$ cat src/rtl/morty_uart_pkg.sv
// Shared definitions for the UART frame arbiter: FSM state encoding, default
// frame headers and frame geometry.
package morty_uart_pkg;

    typedef enum logic [1:0] {
        ST_IDLE = 2'd0,
        ST_HDR  = 2'd1,
        ST_DATA = 2'd2,
        ST_CSUM = 2'd3
    } state_t;

    localparam logic [7:0] HDR0_DEF    = 8'hA5;
    localparam logic [7:0] HDR1_DEF    = 8'h5A;
    localparam int         FRAME_BYTES = 6;

    // Header and checksum bracket the payload; the rest are data bytes.
    localparam logic [1:0] LAST_DATA_IDX = 2'(FRAME_BYTES - 3);

endpackage

$ cat src/rtl/uart_frame_arbiter_if.sv
// Word-source and byte-transmitter handshakes seen by the frame arbiter.
interface uart_frame_arbiter_if;
    logic        req0_valid;
    logic [31:0] req0_data;
    logic        req0_ready;
    logic        req1_valid;
    logic [31:0] req1_data;
    logic        req1_ready;
    logic [7:0]  tx_byte;
    logic        tx_valid;
    logic        tx_ready;

    modport slave (
        input  req0_valid, req0_data, req1_valid, req1_data, tx_ready,
        output req0_ready, req1_ready, tx_byte, tx_valid
    );

    modport master (
        output req0_valid, req0_data, req1_valid, req1_data, tx_ready,
        input  req0_ready, req1_ready, tx_byte, tx_valid
    );
endinterface

$ cat src/rtl/uart_frame_arbiter_rr_arb2.sv
// Two-way round-robin picker; the source not served last wins a tie.
module rr_arb2 (
    input  logic valid0,
    input  logic valid1,
    input  logic last_grant,
    output logic gnt,
    output logic gnt_id
);
    assign gnt    = valid0 | valid1;
    assign gnt_id = (valid0 & valid1) ? ~last_grant : valid1;
endmodule

$ cat src/rtl/uart_frame_arbiter.sv
// Frames 32-bit words from two sources into 6-byte UART frames
// (header, 4 data bytes MSB first, XOR checksum) with a stall watchdog.
//
//  state   | meaning
//  IDLE    | no frame in flight; grant a waiting source this cycle
//  HDR     | presenting the header byte
//  DATA    | presenting data byte byte_idx (0 = bits 31:24)
//  CSUM    | presenting the checksum byte
module uart_frame_arbiter
    import morty_uart_pkg::*;
#(
    parameter logic [7:0] HDR0        = HDR0_DEF,
    parameter logic [7:0] HDR1        = HDR1_DEF,
    parameter int         TIMEOUT_CYC = 1024,
    parameter int         CNT_W       = 16
) (
    input  logic                 clk,
    input  logic                 reset,
    uart_frame_arbiter_if.slave  bus,
    output logic                 grant_id,
    output logic                 busy,
    output logic                 frame_done,
    output logic                 timeout_err,
    output logic [CNT_W-1:0]     frame_cnt
);

    localparam int             WD_W    = $clog2(TIMEOUT_CYC + 1);
    localparam logic [WD_W-1:0] WD_LAST = WD_W'(TIMEOUT_CYC - 1);

    state_t          state, state_nx;
    logic [31:0]     word;
    logic [1:0]      byte_idx;
    logic [7:0]      csum;
    logic            last_grant;
    logic [WD_W-1:0] wd_cnt;
    logic            tx_valid_q;

    logic            gnt, gnt_id;
    logic            take, accept, stall_out, csum_accept;
    logic [7:0]      cur_byte;

    rr_arb2 u_arb (
        .valid0     (bus.req0_valid),
        .valid1     (bus.req1_valid),
        .last_grant (last_grant),
        .gnt        (gnt),
        .gnt_id     (gnt_id)
    );

    // Gate with reset so ready stays low while reset is held.
    assign take           = (state == ST_IDLE) & gnt & ~reset;
    assign bus.req0_ready = take & ~gnt_id;
    assign bus.req1_ready = take & gnt_id;

    assign accept      = tx_valid_q & bus.tx_ready;
    assign stall_out   = tx_valid_q & ~bus.tx_ready & (wd_cnt == WD_LAST);
    assign csum_accept = (state == ST_CSUM) & accept;

    always_comb begin
        cur_byte = 8'h00;
        case (state)
            ST_HDR:  cur_byte = grant_id ? HDR1 : HDR0;
            ST_DATA: begin
                case (byte_idx)
                    2'd0:    cur_byte = word[31:24];
                    2'd1:    cur_byte = word[23:16];
                    2'd2:    cur_byte = word[15:8];
                    default: cur_byte = word[7:0];
                endcase
            end
            ST_CSUM: cur_byte = csum;
            default: cur_byte = 8'h00;
        endcase
    end

    assign bus.tx_byte  = cur_byte;
    assign bus.tx_valid = tx_valid_q;
    assign busy         = (state != ST_IDLE);

    always_comb begin
        state_nx = state;
        case (state)
            ST_IDLE: if (take) state_nx = ST_HDR;
            ST_HDR:  if (accept) state_nx = ST_DATA;
            ST_DATA: if (accept && byte_idx == LAST_DATA_IDX) state_nx = ST_CSUM;
            ST_CSUM: if (accept) state_nx = ST_IDLE;
            default: state_nx = ST_IDLE;
        endcase
        if (stall_out) state_nx = ST_IDLE;
    end

    always_ff @(posedge clk or posedge reset) begin
        if (reset) begin
            state       <= ST_IDLE;
            tx_valid_q  <= 1'b0;
            word        <= 32'h0;
            byte_idx    <= 2'd0;
            csum        <= 8'h00;
            grant_id    <= 1'b0;
            last_grant  <= 1'b1;
            wd_cnt      <= '0;
            frame_done  <= 1'b0;
            timeout_err <= 1'b0;
            frame_cnt   <= '0;
        end else begin
            state       <= state_nx;
            tx_valid_q  <= (state_nx != ST_IDLE);
            frame_done  <= csum_accept;
            timeout_err <= stall_out;
            if (csum_accept) frame_cnt <= frame_cnt + 1'b1;

            if (state == ST_IDLE || accept || stall_out)
                wd_cnt <= '0;
            else if (tx_valid_q)
                wd_cnt <= wd_cnt + 1'b1;

            // Checksum starts at the header and folds in each data byte as it leaves.
            if (take) begin
                word       <= gnt_id ? bus.req1_data : bus.req0_data;
                grant_id   <= gnt_id;
                last_grant <= gnt_id;
                csum       <= gnt_id ? HDR1 : HDR0;
                byte_idx   <= 2'd0;
            end else if (accept && state == ST_DATA) begin
                csum     <= csum ^ cur_byte;
                byte_idx <= byte_idx + 1'b1;
            end
        end
    end

endmodule

$ cat src/flat_wrapper.sv
// flat-port wrapper written by rule: the top's interface ports become plain ports
module uart_frame_arbiter_flat import morty_uart_pkg::*;
#(
    parameter logic [7:0] HDR0        = HDR0_DEF,
    parameter logic [7:0] HDR1        = HDR1_DEF,
    parameter int         TIMEOUT_CYC = 1024,
    parameter int         CNT_W       = 16
)
  (clk, reset, grant_id, busy, frame_done, timeout_err, frame_cnt, bus_req0_valid, bus_req0_data, bus_req1_valid, bus_req1_data, bus_tx_ready, bus_req0_ready, bus_req1_ready, bus_tx_byte, bus_tx_valid);
  uart_frame_arbiter_if bus_i ();
  input  logic clk;
  input  logic reset;
  output logic grant_id;
  output logic busy;
  output logic frame_done;
  output logic timeout_err;
  output logic [CNT_W-1:0] frame_cnt;
  input wire logic [$bits(bus_i.req0_valid)-1:0] bus_req0_valid;
  input wire logic [$bits(bus_i.req0_data)-1:0] bus_req0_data;
  input wire logic [$bits(bus_i.req1_valid)-1:0] bus_req1_valid;
  input wire logic [$bits(bus_i.req1_data)-1:0] bus_req1_data;
  input wire logic [$bits(bus_i.tx_ready)-1:0] bus_tx_ready;
  output wire logic [$bits(bus_i.req0_ready)-1:0] bus_req0_ready;
  output wire logic [$bits(bus_i.req1_ready)-1:0] bus_req1_ready;
  output wire logic [$bits(bus_i.tx_byte)-1:0] bus_tx_byte;
  output wire logic [$bits(bus_i.tx_valid)-1:0] bus_tx_valid;
  assign bus_i.req0_valid = bus_req0_valid;
  assign bus_i.req0_data = bus_req0_data;
  assign bus_i.req1_valid = bus_req1_valid;
  assign bus_i.req1_data = bus_req1_data;
  assign bus_i.tx_ready = bus_tx_ready;
  assign bus_req0_ready = bus_i.req0_ready;
  assign bus_req1_ready = bus_i.req1_ready;
  assign bus_tx_byte = bus_i.tx_byte;
  assign bus_tx_valid = bus_i.tx_valid;
  uart_frame_arbiter #(.HDR0(HDR0), .HDR1(HDR1), .TIMEOUT_CYC(TIMEOUT_CYC), .CNT_W(CNT_W)) u_core (.clk(clk), .reset(reset), .bus(bus_i), .grant_id(grant_id), .busy(busy), .frame_done(frame_done), .timeout_err(timeout_err), .frame_cnt(frame_cnt));
endmodule
$ cat config.mk
export PLATFORM = sky130hd
export DESIGN_NAME = uart_frame_arbiter_flat
export DESIGN_NICKNAME = d
export VERILOG_FILES = /design/src/rtl/morty_uart_pkg.sv /design/src/rtl/uart_frame_arbiter_if.sv /design/src/rtl/uart_frame_arbiter_rr_arb2.sv /design/src/rtl/uart_frame_arbiter.sv /design/src/flat_wrapper.sv
export SDC_FILE = /design/constraint.sdc
export NUM_CORES = 1
export LEC_CHECK = 0
export ABC_AREA = 0
export BUFFER_PORTS_ARGS = -buffer_cell sky130_fd_sc_hd__buf_2
export CAP_MARGIN = 20
export CORE_ASPECT_RATIO = 2
export CORE_UTILIZATION = 55
export CTS_CLUSTER_DIAMETER = 40
export DETAILED_ROUTE_END_ITERATION = 10
export GPL_ROUTABILITY_DRIVEN = 0
export PLACE_DENSITY = 0.9
export SKIP_CTS_REPAIR_TIMING = 1
export SYNTH_ARGS = -nofsm -noshare
export SYNTH_HDL_FRONTEND = slang
export SYNTH_SLANG_ARGS = --single-unit
$ cat constraint.sdc
create_clock -name clk -period 4.4 [get_ports clk]
set_input_delay 0.88 -clock clk [delete_from_list [all_inputs] [get_ports clk]]
set_output_delay 0.88 -clock clk [all_outputs]
set_load 0.01 [all_outputs]
== Word level (Yosys, flattened, before mapping) ==
Index checks and enable logic that the tools add are counted.

* Bits in registers: 76
* Input bits: 69
* Output and inout port bits: 31
* Logic and storage cells: 64

* $add $sub $neg: 3
* Equality and inequality tests: 7
* Muxes and demuxes: 18
* Bitwise gates (word level): 15
* Reduce and logical (&&, ||, !) cells: 10

{| class="wikitable"
|+ Operators with widths
! kind !! count
|-
| $pmux W8 S3 || 2
|-
| $mux W32 || 1
|-
| $mux W8 || 4
|-
| $mux W11 || 2
|-
| $add A16 B1 Y16 const B || 1
|-
| $mux W2 || 7
|-
| $add A11 B1 Y11 const B || 1
|-
| $eq A11 B10 Y1 const B || 1
|-
| $and A1 B1 Y1 || 9
|-
| $eq A2 B2 Y1 const B || 4
|-
| $pmux W2 S4 || 1
|-
| $reduce_bool A2 Y1 || 4
|-
| $xor A8 B8 Y8 || 1
|-
| $eq A2 B1 Y1 const B || 2
|-
| $logic_not A2 Y1 || 2
|-
| $not A1 Y1 || 4
|-
| $add A2 B1 Y2 const B || 1
|-
| $logic_and A1 B1 Y1 || 2
|-
| $logic_or A1 B1 Y1 || 2
|-
| $mux W1 || 1
|-
| $or A1 B1 Y1 || 1
|}

== Longest topological paths before layout ==
Gate-level depths: netlist of run 1.

* Depth in word-level cells: 7
* Mapped depth: 7
* Mapped depth without buffers: 6

== Hierarchy ==
A second synthesis of run 1 with hierarchy kept.

* Cells, all modules: 384
* Area, all modules: 3903.7 µm²

{| class="wikitable"
|+ By module, submodules not included
! module !! instances !! cells an instance !! area an instance (µm²) !! sequential area each (µm²)
|-
| uart_frame_arbiter || 1 || 382 || 3890.0 || 1903.1
|-
| rr_arb2 || 1 || 2 || 13.8 || 0.0
|}

== Least setup slack after synthesis of run 1 ==
Ideal clock, no wire load.

* Path type: input to output
* From: input port bus_req1_valid
* To: output port bus_req1_ready
* Arrival: 1.647 ns
* Data required time: 3.520 ns
* Path slack: 1.873 ns
* Stages: 3
* Buffers on the path: 1
* Cells stage by stage: a21bo_2 > nor3_4 > buf_6

* Longest elaborated chain between the ends: 4
* Elaborated cells between the ends (all ways): 6
* Those cells by class: mux (1); bitwise (5)

{| class="wikitable"
|+ Ends and longest elaborated chain
! what !! RTL line !! source
|-
| start, declared || flat_wrapper.sv:20 || <nowiki>input wire logic [$bits(bus_i.req1_valid)-1:0] bus_req1_valid;</nowiki>
|-
| $or A1 B1 Y1 || uart_frame_arbiter_rr_arb2.sv:9 || <nowiki>assign gnt = valid0 | valid1;</nowiki>
|-
| $and A1 B1 Y1 (2 in a row) || uart_frame_arbiter.sv:51 || <nowiki>assign take = (state == ST_IDLE) & gnt & ~reset;</nowiki>
|-
| $and A1 B1 Y1 (*) || uart_frame_arbiter.sv:53 || <nowiki>assign bus.req1_ready = take & gnt_id;</nowiki>
|-
| end, declared || flat_wrapper.sv:24 || <nowiki>output wire logic [$bits(bus_i.req1_ready)-1:0] bus_req1_ready;</nowiki>
|}

Mark *: on every way between the ends. The rest lies on a longest branch, timed or not.

== Final worst setup path of run 1 ==
* From: input port bus_req1_valid
* To: output port bus_req0_ready

* Longest elaborated chain between the ends: 4
* Elaborated cells between the ends (all ways): 7
* Those cells by class: mux (1); bitwise (6)

{| class="wikitable"
|+ Ends and longest elaborated chain
! what !! RTL line !! source
|-
| $or A1 B1 Y1 or $and A1 B1 Y1 (tied branches) || uart_frame_arbiter_rr_arb2.sv:9, uart_frame_arbiter_rr_arb2.sv:10 ||
|-
| $and A1 B1 Y1 or $mux W1 (tied branches) || uart_frame_arbiter.sv:51, uart_frame_arbiter_rr_arb2.sv:10 ||
|-
| $and A1 B1 Y1 or $not A1 Y1 (tied branches) || uart_frame_arbiter.sv:51, uart_frame_arbiter.sv:52 ||
|-
| $and A1 B1 Y1 (*) || uart_frame_arbiter.sv:52 || <nowiki>assign bus.req0_ready = take & ~gnt_id;</nowiki>
|-
| end, declared || flat_wrapper.sv:23 || <nowiki>output wire logic [$bits(bus_i.req0_ready)-1:0] bus_req0_ready;</nowiki>
|}

Marks and branches as above.

==> results of run 1 <==
[critical path: cells and delay by family]
family,cells,cell delay [ns]
AOI/OAI and AO/OA,1,0.53
buffers and inverters,3,0.53
and+or+nand+nor,1,0.27
[placed cells by master (no fill, tap or decap), drive strengths merged, types with 4 or more instances in the layout]
cell and instances:
nor4 5, dfrtp 75, and4 4, o311ai 4
nand3 17, o211ai 9, a31oi 7, nand4 8
a22oi 4, inv 16, a221o 27, nand2 28
a21oi 8, and3 32, nor3 10, ha 7
nor2 14, mux2 5, a222oi 4, clkbuf 9
buf 103, nand2b 4, o21ai 12, xor2 12
xnor2 13
[cell usage after synthesis (3+ instances only)]
library cell	count	share of area (%)
dfrtp_1	75	48
and3_1	32	5.1
nand2_1	28	2.7
a221o_1	27	6.9
nand3_1	17	2.2
clkbuf_1	14	1.3
nor2_1	14	1.3
inv_1	13	1.2
xnor2_1	13	2.9
xor2_1	12	2.7
o21ai_0	11	1.4
a21oi_1	8	1.0
o211ai_1	8	1.5
a31oi_1	7	1.1
buf_6	7	2.0
ha_1	7	2.2
nand4_1	7	1.1
nor3_1	7	0.89
mux2_2	5	1.4
a222oi_1	4	1.0
a22oi_1	4	0.77
and4_1	4	0.89
a21o_1	3	0.57
a311oi_1	3	0.67
nand2b_1	3	0.48
nor4_1	3	0.48
o311ai_1	3	0.67
[worst paths after layout]
path                                        endpoint  slack (ns)  cells after the start
worst min-delay path            u_core.frame_cnt[15]        0.47                      1
worst min register to register  u_core.frame_cnt[15]        0.47                      1
worst max-delay path                  bus_req0_ready        1.31                      5
max in group asynchronous          u_core.last_grant        2.63                      3
min in group asynchronous          u_core.wd_cnt[10]        0.79                      2
worst max register to register        u_core.csum[3]        2.28                      5
[final cells by class]
cell class              count  area [um^2]  area share, %
clock buffers               9          225           4.80
clock inverters             7         58.8           1.25
inverters                  13         48.8           1.04
multi-input cells         255         1820           38.8
flip-flops and latches     76         1900           40.5
well taps                  90          113           2.40
repair buffers            103          526           11.2
[power breakdown]
part | switching (mW) | internal, mW | total, mW
clock network | 0.309 | 0.389 | 0.698
logic | 0.598 | 0.489 | 1.09
registers | 0.265 | 0.939 | 1.20
[sequential cells by signal (all words and copies together) (netlist names), 2 cells and up]
signal,cells
u_core.word,32
u_core.byte_idx,2
u_core.state,2
u_core.wd_cnt,11
u_core.csum,8
u_core.frame_cnt,16
[cell families (layout without fill, tap and decap cells)]
family,after synthesis,count (layout)
AND/OR/NAND/NOR,129,129
AO/OA/AOI/OAI,89,89
flip-flops,76,76
buffers and inverters,38,132
XOR/XNOR,25,25
adder cells (fa/ha/maj),7,7
multiplexers,5,5
[routing by layer]
metal,share of wire (%),GRT usage [%],routed length [um],vias to the layer above
met1,36,32.7,3600,1738
met2,56,49.1,5610,147
li1,-,-,-,1572
met4,4.6,17.8,467,0
met3,4.2,5.12,429,37
met5,0,0,0,-
[metrics by stage]
step / util [%] / power [mW]
global placement: 63.5 / 2.21
floorplan: - / 1.94
CTS: 67.6 / 2.98
global route: 67.6 / 3.15
detailed placement: 63.5 / 2.27
finish: 67.6 / 2.99
==> flow_metrics.tcl, run 1 <==
set metrics [dict create \
    status "finished, final reports clean" \
    dp_slack_ns 1.31 \
    synth-xor-area-share_pct 5.58 \
    final-hold-violation-count 0 \
    core_region_area_um2 6940 \
    max_freq_ghz 0.323 \
    synth_mux_area_share_pct 1.43 \
    critPathArrivalTime_ns 2.21 \
    synthFlopType "dfrtp_1" \
    start_util_pct 56.6 \
    antenna_left 0 \
    cap_viol_max_count 0 \
    yosysWarnings 0 \
    synth-edff-count 0 \
    cts_buffers 9 \
    track_usage_pct 29.3 \
    htreeDepth 3 \
    async_flop_share_pct 100 \
    num-fill-cells 516 \
    placed_cell_area_um2 4410 \
    clk_pin_slew_ns 0.07 \
    post_synth.cell_area_avg_um2 10.6 \
    grt_pass1_vias 3420 \
    drv_slew 0 \
    dieArea_um2 7500 \
    powerDensity_nw_per_um2 637 \
    synthDistinctLibCells 51 \
    portBuffers 99 \
    crit_fanout 34 \
    peakVddDrop_mv 0.394 \
    antenna_found_initial 0 \
    clk_latency_ns 0.35 \
    syn_nets 445 \
    cts_tree "yes" \
    layout.cells.non_filler 553 \
    hold_path.class "flop to flop" \
    grt_max_degree 45 \
    cp.required_ns 3.52 \
    fin_skew_ns 0.00722 \
    drc 0 \
    synthesis.area_um2 3930 \
    rows 43 \
    grt_pass1_wl_um 16000 \
    synth_seq_cells 76 \
    setup-violations-final 0 \
    power.leakage_nw 2.32 \
    synthAdderAreaFrac_pct 2.23 \
    rsz0062_at_grt "no" \
    synth_compound_area_share_pct 18.2 \
    syn_inst 369 \
    synth_top_family_by_area "simple AND/OR/NAND/NOR gates" \
    vias_per_cell 6.32 \
    max_stage_delay_ns 0.53 \
    routed_wl_um 10100 \
    cp_cell_sequence "buf_2 -> a21bo_2 -> nand2_1 -> inv_1 -> buf_2" \
    crit_start "bus_req1_valid" \
    design_area_um2 4690 \
    whs_ns 0.468 \
    synth_simple_gate_area_share_pct 18.8 \
    nets 534 \
    clock_path_buffers 2 \
    cts-root-buf "clkbuf_16" \
    timing.setup.tns_ns 0 \
    fp.dieH_um 121 \
    firstDrtPassIters 5 \
    grt_overflow 0 \
    layout_min_cycle_time_ns 3.09 \
    clock-sinks 76 \
    hpwlAfterDp_um 7390 \
    die_w_um 61.7 \
    startpoint_type "primary input" \
    syn2layout_area_growth_pct 19.6 \
    drive_above_1_share_pct 29.6 \
    cpMostUsedCell "buf_2" \
    r2r_start "u_core.state[1]" \
    drt_iter0_drc 277 \
    tightest_slew_ns 0.880 \
    endpoint_kind "primary output" \
    wire_per_inst_um 18.3 \
    dp.cells 537 \
    slew_headroom_pct 41.3 \
    min-delay-start "u_core.frame_cnt[15]" \
    slowest_stage "a21bo_2" \
    seq_area_frac_synth_pct 48.5 \
    num_vias 3494 \
    critPathKind "primary input to primary output" \
    diodes 0 \
    pin_count 100 \
    finalWorstSetupSlack_ns 1.31 \
    min_period_over_period_pct 70.3 \
]
Power figures use the tool's default switching activity.
==> inputs of run 2 (changes only) <==
--- a/config.mk
+++ b/config.mk
@@ -9,11 +9,11 @@
 export BUFFER_PORTS_ARGS = -buffer_cell sky130_fd_sc_hd__buf_2
 export CAP_MARGIN = 20
 export CORE_ASPECT_RATIO = 2
-export CORE_UTILIZATION = 55
+export CORE_UTILIZATION = 53
 export CTS_CLUSTER_DIAMETER = 40
 export DETAILED_ROUTE_END_ITERATION = 10
 export GPL_ROUTABILITY_DRIVEN = 0
-export PLACE_DENSITY = 0.9
+export PLACE_DENSITY = 0.88
 export SKIP_CTS_REPAIR_TIMING = 1
 export SYNTH_ARGS = -nofsm -noshare
 export SYNTH_HDL_FRONTEND = slang
==> constraint.sdc (replaced) <==
create_clock -name clk -period 2.9 [get_ports clk]
set_input_delay 0.58 -clock clk [delete_from_list [all_inputs] [get_ports clk]]
set_output_delay 0.58 -clock clk [all_outputs]
set_load 0.01 [all_outputs]
==> run 2 against run 1 <==
First-iteration DRC count is 15% lower. Register-to-register slack worse by 1.3 ns. Sequential power is 47% higher. Clock-buffer cell count stayed put. Total power is 60% higher. Flip-flop and latch count stayed put.
==> flow_metrics.tcl, run 2 (synthesized netlist as in run 1, its figures left out) <==
set metrics [dict create \
    critPathKind "flop to primary output" \
    r2r_setup_slack_ns 0.94 \
    min-delay-start "bus_req1_data[13]" \
    grt_pass1_wl_um 16600 \
    cts_tree "yes" \
    endpoint_kind "primary output" \
    vias_per_cell 6.09 \
    layout_common_cells "99 x buf_2, 75 x dfrtp_1, 32 x and3_1" \
    rows 44 \
    whs_ns 0.469 \
    r2r_start "u_core.state[1]" \
    firstDrtPassIters 4 \
    status "finished, final reports clean" \
    powerDensity_nw_per_um2 996 \
    seq_area_um2 1900 \
    cts_buffers 9 \
    grt_pass1_vias 3484 \
    multi_input_area_um2 1820 \
    power.leakage_nw 2.38 \
    drc 0 \
    timing.setup.tns_ns 0 \
    final-hold-violation-count 0 \
    diodes 0 \
    cap_viol_max_count 0 \
    startpoint_type "flop" \
    wire_per_inst_um 17.9 \
    syn2layout_area_growth_pct 22.4 \
    slew_headroom_pct 39.4 \
    critPathArrivalTime_ns 2.15 \
    drive_above_1_share_pct 30.3 \
    largest-register "u_core.word" \
    nets 539 \
    num_vias 3411 \
    dieArea_um2 7770 \
    layout_min_cycle_time_ns 2.73 \
    largest_reg_flops 32 \
    drv_slew 0 \
    grt_max_degree 45 \
    fin_skew_ns 0.00457 \
    fp.dieH_um 124 \
    pin_count 100 \
    min_period_over_period_pct 94.2 \
    max_freq_ghz 0.366 \
    crit_end "bus_tx_byte[3]" \
    layout_commonest_cell "buf_2" \
    crit_start "u_core.byte_idx[0]" \
    reg_top3 "u_core.word (32), u_core.frame_cnt (16), u_core.wd_cnt (11)" \
    crit_fanout 12 \
    setup-violations-final 0 \
    tightest_slew_ns 0.908 \
    hpwlAfterDp_um 7470 \
    clk_latency_ns 0.34 \
    antenna_found_initial 0 \
    cp.required_ns 2.32 \
    num-fill-cells 568 \
    antenna_left 0 \
    peakVddDrop_mv 0.605 \
    core_region_area_um2 7210 \
    clock_path_buffers 2 \
    htreeDepth 3 \
    hold_path.class "primary input to flop" \
    rsz0062_at_grt "no" \
    grt_overflow 0 \
    die_w_um 62.9 \
    clock-sinks 76 \
    clk_pin_slew_ns 0.06 \
    cts-root-buf "clkbuf_16" \
    drt_iter0_drc 235 \
    track_usage_pct 28.6 \
    routed_wl_um 10000 \
    r2r_cells 5 \
    start_util_pct 54.4 \
    reg2reg_to "u_core.csum[3]" \
    portBuffers 99 \
]
-- run 2: routing by layer --
layer	vias up	share of wire (%)	GRT usage (%)
met5	-	0	0
met4	0	5.3	19.0
met3	34	3.9	4.95
met2	134	55	52.7
met1	1660	36	29.1
li1	1583	-	-
-- run 2: critical path, stage by stage (launching register included) --
cell and delay, ns:
dfrtp_1 0.43, ha_1 0.52, a21oi_1 0.09, a221oi_1 0.49
a21o_1 0.15, buf_2 0.13
-- run 2: worst min path at each step --
stage,to,cells past startpoint
floorplan,u_core.word[1],1
global placement,u_core.frame_cnt[15],1
detailed placement,u_core.frame_cnt[15],1
CTS,u_core.word[13],2
global route,u_core.word[19],2
finish,u_core.word[13],2
-- run 2: power by group --
| part | leakage, nW | total, mW | internal, mW | switching, mW |
|---|---|---|---|---|
| clock | 0.161 | 1.27 | 0.836 | 0.436 |
| sequential | 0.973 | 1.76 | 1.43 | 0.331 |
| combinational | 1.25 | 1.75 | 0.773 | 0.979 |
-- run 2: cell type report --
type / instances / share of cell area (%)
repair buffers: 108 / 12.0
clock inverters: 7 / 2.40
flip-flops and latches: 76 / 39.6
well taps: 92 / 2.40
clock buffers: 9 / 4.69
inverters: 13 / 1.02
multi-input cells: 255 / 37.9
-- run 2: stage by stage --
step | utilization [%] | instances | cell area [um^2] | power (mW) | setup WS (ns)
detailed placement | 61.9 | 544 | 4460 | 3.49 | 0.435
CTS | 66.6 | 560 | 4800 | 4.80 | 0.196
global placement | 61.9 | 544 | 4460 | 3.39 | 0.488
floorplan | - | 369 | 3930 | 2.95 | 0.383
finish | 66.6 | 560 | 4800 | 4.78 | 0.168
global route | 66.6 | 560 | 4800 | 5.06 | 0.0247
==> inputs of run 3 (changes only) <==
--- a/config.mk
+++ b/config.mk
@@ -9,11 +9,11 @@
 export BUFFER_PORTS_ARGS = -buffer_cell sky130_fd_sc_hd__buf_2
 export CAP_MARGIN = 20
 export CORE_ASPECT_RATIO = 2
-export CORE_UTILIZATION = 53
+export CORE_UTILIZATION = 30
 export CTS_CLUSTER_DIAMETER = 40
 export DETAILED_ROUTE_END_ITERATION = 10
 export GPL_ROUTABILITY_DRIVEN = 0
-export PLACE_DENSITY = 0.88
+export PLACE_DENSITY = 0.58
 export SKIP_CTS_REPAIR_TIMING = 1
 export SYNTH_ARGS = -nofsm -noshare
 export SYNTH_HDL_FRONTEND = slang
==> run 3 against run 2 <==
Combinational power decreased by 5%. Register-to-register slack worse by 0.12 ns. Total power down 3.7%. Fmax up 0.28%. Via count decreased by 3.8%. Clock-buffer cell count increased by 1. Sequential share of layout area down 0.11 points. Global-route usage down 12 points. Core utilization shrank 29 points. Clock power is 13% lower. Clock skew increased by 0.0059 ns. First-iteration DRC count down 6.8%. Critical endpoint is now bus_tx_byte[2].
==> flow_metrics.tcl, run 3 (synthesized netlist as in run 1, its figures left out) <==
set metrics [dict create \
    largest_reg_flops 32 \
    cp.required_ns 2.32 \
    start_util_pct 30.9 \
    diodes 0 \
    dp_slack_ns 0.502 \
    htreeDepth 3 \
    layout_common_cells "99 x buf_2, 75 x dfrtp_1, 32 x and3_1" \
    cap_viol_max_count 0 \
    slew_headroom_pct 37.0 \
    layout_commonest_cell "buf_2" \
    firstDrtPassIters 7 \
    dieArea_um2 13600 \
    tightest_slew_ns 0.945 \
    num-fill-cells 1282 \
    critPathArrivalTime_ns 2.14 \
    clkPwrFrac_pct 24.0 \
    min_period_over_period_pct 94.0 \
    nets 537 \
    drv_slew 0 \
    core_region_area_um2 12700 \
    peakVddDrop_mv 0.466 \
    routed_wl_um 10900 \
    cts_tree "yes" \
    grt_pass1_wl_um 16900 \
    p_seq_share_pct 40.0 \
    rows 58 \
    endpoint_kind "primary output" \
    pin_count 100 \
    switching_power_mw 1.76 \
    num_vias 3281 \
    cts-root-buf "clkbuf_16" \
    dp.cells 600 \
    clk_latency_ns 0.34 \
    p_sw_share_pct 38.3 \
    syn2layout_area_growth_pct 22.7 \
    status "finished, final reports clean" \
    antenna_left 0 \
    crit_end "bus_tx_byte[2]" \
    track_usage_pct 16.2 \
    hpwlAfterDp_um 8310 \
    crit_fanout 8 \
    layout_min_cycle_time_ns 2.72 \
    grt_max_degree 60 \
    fin_skew_ns 0.0104 \
    drc 0 \
    grt_pass1_vias 3335 \
    crit_start "u_core.byte_idx[0]" \
    largest-register "u_core.word" \
    power.leakage_nw 2.35 \
    clock-sinks 76 \
    r2r_cells 5 \
    layout.cells.non_filler 616 \
    final-hold-violation-count 0 \
    clock_path_buffers 2 \
    power.total_mw 4.61 \
    reg_top3 "u_core.word (32), u_core.frame_cnt (16), u_core.wd_cnt (11)" \
    setup-violations-final 0 \
    vias_per_cell 5.33 \
    max_freq_ghz 0.367 \
    wire_per_inst_um 17.7 \
    die_w_um 82.9 \
    clk_pin_slew_ns 0.06 \
    startpoint_type "flop" \
    r2r_start "u_core.state[1]" \
    grt_overflow 0 \
    antenna_found_initial 0 \
    r2r_setup_slack_ns 0.82 \
    seq_area_um2 1900 \
    finalWorstSetupSlack_ns 0.175 \
    multi_input_area_um2 1820 \
    portBuffers 99 \
    fp.dieH_um 164 \
    intPower_mw 2.84 \
    timing.setup.tns_ns 0 \
    drive_above_1_share_pct 30.0 \
    final_core_util_pct 37.9 \
    hold_path.class "primary input to async pin" \
    powerDensity_nw_per_um2 956 \
    drt_iter0_drc 219 \
    rsz0062_at_grt "no" \
    reg2reg_to "u_core.csum[3]" \
    critPathKind "flop to primary output" \
    cts_buffers 9 \
    pwr-share-comb_pct 36.0 \
]
[run 3: area by class of cell]
cell class | count | area share (%)
sequential | 76 | 39.5
multi-input combinational | 255 | 37.8
timing repair buffer | 106 | 11.6
clock buffer | 10 | 4.75
tap | 150 | 3.90
clock inverter | 6 | 1.35
inverter | 13 | 1.01
[run 3: metrics by stage]
step                      hold WS [ns]  cell area (um^2)
after global routing             0.316              4820
after floorplan                  0.470              3930
after global placement           0.461              4520
final                            0.290              4820
after detailed placement         0.458              4520
after CTS                        0.288              4810
[run 3: worst min-delay path by stage]
stage	end	slack, ns	depth (start not counted)
after global placement	u_core.frame_cnt[15]	0.46	1
after global routing	u_core.frame_cnt[10]	0.32	2
after floorplan	u_core.word[1]	0.47	1
after CTS	u_core.frame_cnt[0]	0.29	2
after detailed placement	u_core.frame_cnt[15]	0.46	1
final	u_core.frame_done	0.29	2
[run 3: power by group through the flow]
stage	Combinational (mW)	Clock [mW]	Sequential [mW]
6_report	1.66	1.10	1.84
3_3_place_gp	1.63	0	1.85
2_1_floorplan	1.31	0	1.64
5_1_grt	1.83	1.17	1.88
4_1_cts	1.68	1.13	1.84
3_5_place_dp	1.67	0	1.85
[run 3: metal layers]
metal / wire, um / up-vias / global-route usage (%)
met4: 484 / 0 / 10.0
met5: 0 / - / 0
met3: 396 / 25 / 2.76
li1: - / 1578 / -
met2: 5990 / 116 / 30.6
met1: 4040 / 1562 / 16.2
[run 3: worst max-delay path, stage by stage (launching register included)]
cell and delay [ns]:
dfrtp_1 0.44, inv_1 0.12, ha_1 0.33, a222oi_1 0.17, mux2_2 0.31, o21ai_0 0.26
buf_2 0.19
